<file path="config.mk">
export PLATFORM = sky130hd
export DESIGN_NAME = manchester_tx_scheduler
export DESIGN_NICKNAME = d
export VERILOG_FILES = /design/src/rtl/manchester_tx_scheduler_pkg.sv /design/src/rtl/manchester_tx_scheduler_rr_arbiter.sv /design/src/rtl/manchester_tx_scheduler.sv
export SDC_FILE = /design/constraint.sdc
export NUM_CORES = 1
export LEC_CHECK = 0
export ABC_CLOCK_PERIOD_IN_PS = 4100
export BUFFER_PORTS_ARGS = -buffer_cell sky130_fd_sc_hd__buf_2
export CORE_ASPECT_RATIO = 0.75
export CORE_MARGIN = 1
export CORE_UTILIZATION = 30
export CTS_CLUSTER_SIZE = 28
export DETAILED_ROUTE_END_ITERATION = 6
export HOLD_SLACK_MARGIN = 0.06
export PLACE_DENSITY = 0.52
export SETUP_SLACK_MARGIN = 0.4
export SLEW_MARGIN = 20
export SYNTH_ARGS = -nofsm -noshare
export SYNTH_HDL_FRONTEND = slang
export SYNTH_HIERARCHICAL = 1
export SYNTH_SLANG_ARGS = --single-unit
</file>
<file path="constraint.sdc">
create_clock -name aclk -period 4.1 [get_ports aclk]
set_clock_uncertainty 0.2 [all_clocks]
set_input_delay 0.82 -clock aclk [delete_from_list [all_inputs] [get_ports aclk]]
set_output_delay 0.82 -clock aclk [all_outputs]
set_load 0.05 [all_outputs]
</file>
<file path="src/rtl/manchester_tx_scheduler_pkg.sv">
// rtl/manchester_tx_scheduler_pkg.sv - shared states and framing constants for the Manchester frame scheduler
package manchester_tx_scheduler_pkg;

  typedef enum logic [2:0] {
    ST_IDLE  = 3'd0,
    ST_PRE   = 3'd1,
    ST_SOF   = 3'd2,
    ST_HDR   = 3'd3,
    ST_PAY   = 3'd4,
    ST_DRAIN = 3'd5,
    ST_GAP   = 3'd6
  } sched_state_t;

  localparam logic [7:0] PREAMBLE_BYTE = 8'h55;
  localparam logic [7:0] DEFAULT_SFD   = 8'hD5;
  localparam int         HDR_ID_W      = 2;
  localparam int         HDR_PAD_W     = 8 - HDR_ID_W;

endpackage

</file>
<file path="src/rtl/manchester_tx_scheduler_rr_arbiter.sv">
// rtl/manchester_tx_scheduler_rr_arbiter.sv - round-robin requester picker with a last-grant pointer
module manchester_tx_scheduler_rr_arbiter
  import manchester_tx_scheduler_pkg::*;
#(
  parameter int N_REQ = 2
) (
  input  logic             aclk,
  input  logic             areset,
  input  logic [N_REQ-1:0] req,
  input  logic             update,
  output logic             grant_valid,
  output logic [1:0]       grant_idx
);

  logic [1:0] ptr_q;
  logic [3:0] req_pad;
  logic [2:0] cand;

  always_ff @(posedge aclk) begin
    if (areset) begin
      ptr_q <= 2'(N_REQ - 1);
    end else if (update && grant_valid) begin
      ptr_q <= grant_idx;
    end
  end

  // Walk farthest-first so the nearest requester after the pointer wins.
  always_comb begin
    req_pad              = '0;
    req_pad[N_REQ-1:0]   = req;
    grant_valid          = 1'b0;
    grant_idx            = '0;
    cand                 = '0;
    for (int k = N_REQ; k >= 1; k--) begin
      cand = {1'b0, ptr_q} + 3'(k);
      if (cand >= 3'(N_REQ)) cand = cand - 3'(N_REQ);
      if (req_pad[cand[1:0]]) begin
        grant_valid = 1'b1;
        grant_idx   = cand[1:0];
      end
    end
  end

endmodule

</file>
<file path="src/rtl/manchester_tx_scheduler.sv">
// rtl/manchester_tx_scheduler.sv - frames requester payloads for the Manchester sender and enforces the gap
module manchester_tx_scheduler
  import manchester_tx_scheduler_pkg::*;
#(
  parameter int         N_REQ        = 2,
  parameter int         PREAMBLE_LEN = 4,
  parameter logic [7:0] SFD          = DEFAULT_SFD,
  parameter int         MAX_LEN      = 64,
  parameter int         IFG_CYCLES   = 16
) (
  input  logic               aclk,
  input  logic               areset,
  input  logic [8*N_REQ-1:0] s_tdata,
  input  logic [N_REQ-1:0]   s_tvalid,
  input  logic [N_REQ-1:0]   s_tlast,
  output logic [N_REQ-1:0]   s_tready,
  output logic [7:0]         m_tdata,
  output logic               m_tvalid,
  output logic               m_tlast,
  input  logic               m_tready,
  output logic               busy,
  output logic [1:0]         grant_id,
  output logic               trunc_err
);

  sched_state_t     state_q, state_d;
  logic [1:0]       grant_q;
  logic [7:0]       cnt_q, tx_data_q;
  logic             tx_valid_q, trunc_q;
  logic             arb_valid, arb_update;
  logic [1:0]       arb_idx;
  logic [7:0]       sel_data;
  logic             sel_valid, sel_last;
  logic             hdr_hs, pay_hs, at_max, cnt_en, trunc_set;
  logic [7:0]       m_tdata_c;
  logic             m_tvalid_c, m_tlast_c;
  logic [N_REQ-1:0] s_tready_c;

  manchester_tx_scheduler_rr_arbiter #(.N_REQ(N_REQ)) u_arb (
    .aclk        (aclk),
    .areset      (areset),
    .req         (s_tvalid),
    .update      (arb_update),
    .grant_valid (arb_valid),
    .grant_idx   (arb_idx)
  );

  always_comb begin
    sel_data  = '0;
    sel_valid = 1'b0;
    sel_last  = 1'b0;
    for (int i = 0; i < N_REQ; i++) begin
      if (grant_q == 2'(i)) begin
        sel_data  = s_tdata[8*i +: 8];
        sel_valid = s_tvalid[i];
        sel_last  = s_tlast[i];
      end
    end
  end

  assign hdr_hs = tx_valid_q & m_tready;
  assign pay_hs = sel_valid & m_tready;
  assign at_max = (cnt_q == 8'(MAX_LEN - 1));

  always_comb begin
    state_d    = state_q;
    arb_update = 1'b0;
    m_tdata_c  = '0;
    m_tvalid_c = 1'b0;
    m_tlast_c  = 1'b0;
    s_tready_c = '0;
    cnt_en     = 1'b0;
    trunc_set  = 1'b0;
    case (state_q)
      ST_IDLE: begin
        if (arb_valid) begin
          arb_update = 1'b1;
          state_d    = ST_PRE;
        end
      end
      ST_PRE: begin
        m_tdata_c  = tx_data_q;
        m_tvalid_c = tx_valid_q;
        cnt_en     = hdr_hs;
        if (hdr_hs && cnt_q == 8'(PREAMBLE_LEN - 1)) state_d = ST_SOF;
      end
      ST_SOF: begin
        m_tdata_c  = tx_data_q;
        m_tvalid_c = tx_valid_q;
        if (hdr_hs) state_d = ST_HDR;
      end
      ST_HDR: begin
        m_tdata_c  = tx_data_q;
        m_tvalid_c = tx_valid_q;
        if (hdr_hs) state_d = ST_PAY;
      end
      ST_PAY: begin
        m_tdata_c  = sel_data;
        m_tvalid_c = sel_valid;
        m_tlast_c  = sel_last | at_max;
        cnt_en     = pay_hs;
        for (int i = 0; i < N_REQ; i++) s_tready_c[i] = (grant_q == 2'(i)) & m_tready;
        if (pay_hs) begin
          if (sel_last) begin
            state_d = ST_GAP;
          end else if (at_max) begin
            state_d   = ST_DRAIN;
            trunc_set = 1'b1;
          end
        end
      end
      ST_DRAIN: begin
        for (int i = 0; i < N_REQ; i++) s_tready_c[i] = (grant_q == 2'(i));
        if (sel_valid && sel_last) state_d = ST_GAP;
      end
      ST_GAP: begin
        cnt_en = 1'b1;
        if (cnt_q == 8'(IFG_CYCLES - 1)) state_d = ST_IDLE;
      end
      default: state_d = ST_IDLE;
    endcase
  end

  // One counter serves preamble, payload and gap; it restarts on every state change.
  always_ff @(posedge aclk) begin
    if (areset) begin
      state_q    <= ST_IDLE;
      grant_q    <= '0;
      cnt_q      <= '0;
      tx_data_q  <= '0;
      tx_valid_q <= 1'b0;
      trunc_q    <= 1'b0;
    end else begin
      state_q <= state_d;
      trunc_q <= trunc_set;
      if (state_d != state_q) cnt_q <= '0;
      else if (cnt_en)        cnt_q <= cnt_q + 8'd1;
      if (arb_update) begin
        grant_q    <= arb_idx;
        tx_data_q  <= PREAMBLE_BYTE;
        tx_valid_q <= 1'b1;
      end else if (hdr_hs) begin
        case (state_q)
          ST_PRE:  if (state_d == ST_SOF) tx_data_q <= SFD;
          ST_SOF:  tx_data_q <= {{HDR_PAD_W{1'b0}}, grant_q};
          ST_HDR:  tx_valid_q <= 1'b0;
          default: ;
        endcase
      end
    end
  end

  // Reset masks the handshakes so an aborted frame neither emits nor consumes a byte.
  assign m_tdata   = m_tdata_c;
  assign m_tvalid  = m_tvalid_c & ~areset;
  assign m_tlast   = m_tlast_c & ~areset;
  assign s_tready  = s_tready_c & {N_REQ{~areset}};
  assign busy      = (state_q != ST_IDLE);
  assign grant_id  = grant_q;
  assign trunc_err = trunc_q;

endmodule

</file>
==> impl_metrics.json <==
{
  "gr-total-overflow": 0,
  "synthesis.area_um2": 1390,
  "postRouteAntennaNets": 0,
  "nets": 238,
  "fin_cells": 270,
  "dpl.cell_count": 266,
  "rr_worst_depth": 5,
  "grt_pass1_vias": 1242,
  "p_per_area_nw_per_um2": 273,
  "crit_path_end_kind": "output port",
  "violations": "DRC",
  "yosys_register_bits": 21,
  "synth_nets": 203,
  "cts_root_buf": "clkbuf_8",
  "setup_viol": 0,
  "crit_chain": "ha_1 > nand3_1 > or4_1 > a21oi_1 > buf_2",
  "grt_max_degree": 19,
  "antenna_found_initial": 0,
  "max_freq_mhz": 322,
  "reg2reg_to": "cnt_q[7]",
  "hold_path_startpoint": "u_arb/ptr_q[1]",
  "power.leakage_nw": 0.642,
  "rows": 21,
  "drive_above_1_share": 0.268,
  "grtUsageMet1": 0.215,
  "crit_buf_inv": 1,
  "drtIter0Drc": 110,
  "relSlewSlack": 0.504,
  "antennaDiodeCount": 0,
  "cts_tree": "done",
  "whs_endpoint": "u_arb/ptr_q[1]",
  "io_pins": 39,
  "maxCapViolCount": 0,
  "r2r_start": "grant_id[0]",
  "power.total_uw": 459,
  "die_w_um": 80.7,
  "ctsHtreeMaxLevel": 1,
  "vias": 1379,
  "grt.busiest_layer": "met2",
  "critPathMaxStageDelay_ns": 0.57,
  "tns_ns": 0,
  "hold_class": "flop to flop",
  "status": "finished with violations",
  "p_int_uw": 316,
  "grt_use_met2": 0.240,
  "setup.worst_path.class": "flop to output port",
  "cp.arrival_ns": 2.08,
  "crit_slowest_cell": "or4_1",
  "numCtsBuffers": 3,
  "synth-seq-area-share": 0.302,
  "insertion_delay_ns": 0.26,
  "whs_path_depth": 2,
  "post_cts_buffers": 0,
  "post_drt_wl_per_cell_um": 13.1,
  "clock_path_buffers": 2,
  "critPathRequiredTime_ns": 3.08,
  "ir_worst_vdd_uv": 170,
  "post-route-period-util": 0.756,
  "critical_path.max_fanout": 5,
  "die-height_um": 61.0,
  "final_util": 0.377,
  "dr.pass1.iters": 7,
  "cts_hold_buf": 0,
  "hpwl_mm": 2.63,
  "ys_warn_count": 6,
  "cts_resized": 0,
  "ys_types": 43,
  "crit_family": "simple AND/OR/NAND/NOR gates",
  "area_delta_synth_final_pct": 20.7,
  "clkTransAtPathRegs_ns": 0.08,
  "finalHoldWorstSlack_ns": 0.258,
  "gp_congestion": 0.828,
  "port_buffers": 38,
  "worst_slew_pin_slew_ns": 0.743,
  "use_met3": 0.0385,
  "viasPerCell": 5.11,
  "reg2reg_slack_ns": 1.40,
  "power_switching_uw": 144,
  "clkSinkCount": 21,
  "synthCells": 179,
  "start_util": 0.312,
  "swShare": 0.313,
  "grt_usage": 0.153,
  "dieArea_um2": 4930,
  "worst-path-stages": 5,
  "coreArea_um2": 4470,
  "cp-start-kind": "flop",
  "p_comb_frac": 0.216,
  "syn_avg_cell_area_um2": 7.79,
  "pwr-share-clk": 0.298,
  "routed_wl_mm": 3.55,
  "seq_power_share": 0.487,
  "grt_first_pass_wirelength_mm": 5.73,
  "rsz0062_at_grt": "no",
  "hold_viol": 0,
  "slew_viol_final": 0,
  "route.detailed.drc": 2,
  "period_minus_slack_ns": 3.10
}
-- cell usage after synthesis --
cell,instances,share of area
a211oi_1,4,0.022
dfxtp_1,21,0.30
a211oi_2,1,0.0090
nor2_1,26,0.070
xnor2_1,6,0.038
o211ai_1,1,0.0054
a221oi_2,1,0.011
a21boi_0,1,0.0054
buf_2,1,0.0036
a31oi_1,4,0.018
a311oi_1,1,0.0063
nor4_1,4,0.018
clkbuf_1,7,0.019
and4b_1,1,0.0072
a22oi_1,1,0.0054
a2111oi_4,1,0.020
a311o_1,1,0.0072
nor3_1,1,0.0036
nand2_1,19,0.051
nor2b_1,1,0.0045
nand2b_1,1,0.0045
nand3_1,7,0.025
or4_1,2,0.011
o21bai_2,1,0.0081
nand3b_1,1,0.0054
and2_1,3,0.013
o2bb2ai_1,1,0.0063
xor2_1,1,0.0063
a21oi_1,11,0.039
buf_4,2,0.011
or3b_2,1,0.0063
inv_1,6,0.016
o21ai_0,13,0.047
mux2i_1,13,0.093
a32oi_1,1,0.0063
or2_2,2,0.0090
nand4_2,1,0.0090
ha_1,1,0.0090
or4_4,3,0.024
conb_1,1,0.0027
nor3b_1,1,0.0054
nor4b_1,2,0.013
and3_1,1,0.0045
-- power by group through the flow --
stage	sequential (mW)	clock (mW)	combinational (mW)
2_1_floorplan	0.224	0	0.0722
3_3_place_gp	0.228	0	0.0983
3_5_place_dp	0.228	0	0.0985
4_1_cts	0.224	0.145	0.0992
5_1_grt	0.225	0.151	0.110
6_report	0.224	0.137	0.0990
-- tightest hold or removal path: stages (launching register included) --
cell and delay [ns]:
dfxtp_1 0.33, inv_1 0.05, a311oi_1 0.03
-- cells by family after synthesis --
logic type | Yosys count | synth area share
AO/OA/AOI/OAI | 43 | 0.215
XOR/XNOR | 7 | 0.0440
adder cells (fa/ha/maj) | 1 | 0.00898
buffers and inverters | 16 | 0.0494
flip-flops | 21 | 0.302
multiplexers | 13 | 0.0934
other | 1 | 0.00269
AND/OR/NAND/NOR | 77 | 0.285
-- final cells by class --
type                    count  area, µm²
repair buffers             40        205
well taps                  57       71.3
inverters                   6       22.5
clock inverters             1       5.00
fillers                   487       2780
flip-flops and latches     21        420
clock buffers               3       41.3
multi-input cells         142        917
-- layout by cell type (no fill, tap or decap), drive strengths merged, types with 2 or more instances in the layout --
| cell | n |
|---|---|
| clkbuf | 3 |
| nand3 | 7 |
| a31oi | 4 |
| buf | 40 |
| nor4b | 2 |
| or2 | 2 |
| nor4 | 4 |
| dfxtp | 21 |
| and2 | 3 |
| nand2 | 19 |
| nor2 | 26 |
| o21ai | 13 |
| mux2i | 13 |
| a21oi | 11 |
| a211oi | 5 |
| inv | 6 |
| xnor2 | 6 |
| or4 | 5 |
-- flip-flops by register name, indices dropped and copies added, names as in the netlist --
register / flops
cnt_q: 8
state_q: 3
grant_id: 2
tx_data_q: 4
trunc_err: 1
u_arb/ptr_q: 2
tx_valid_q: 1
-- metrics by stage --
stage	setup WS (ns)	instance area, µm²
after floorplan	0.608	1410
after CTS	0.974	1680
after detailed placement	1.22	1640
final	0.998	1680
after global routing	0.854	1680
after global placement	1.26	1640
-- worst max-delay path by stage --
stage,from,slack (ns),endpoint
floorplan,grant_id[0],0.61,m_tdata[0]
global placement,areset,1.26,s_tready[1]
detailed placement,areset,1.22,s_tready[1]
CTS,cnt_q[0],0.97,m_tlast
global route,cnt_q[0],0.85,m_tlast
finish,cnt_q[0],1.0,m_tlast
-- layer usage --
layer	up-vias	share of wire	routed length [µm]
met5	-	0	0
met4	0	0.0085	30
met3	4	0.079	280
met2	54	0.41	1450
met1	614	0.50	1780
li1	707	-	-
Note: power is estimated with default switching activity, not from simulation.
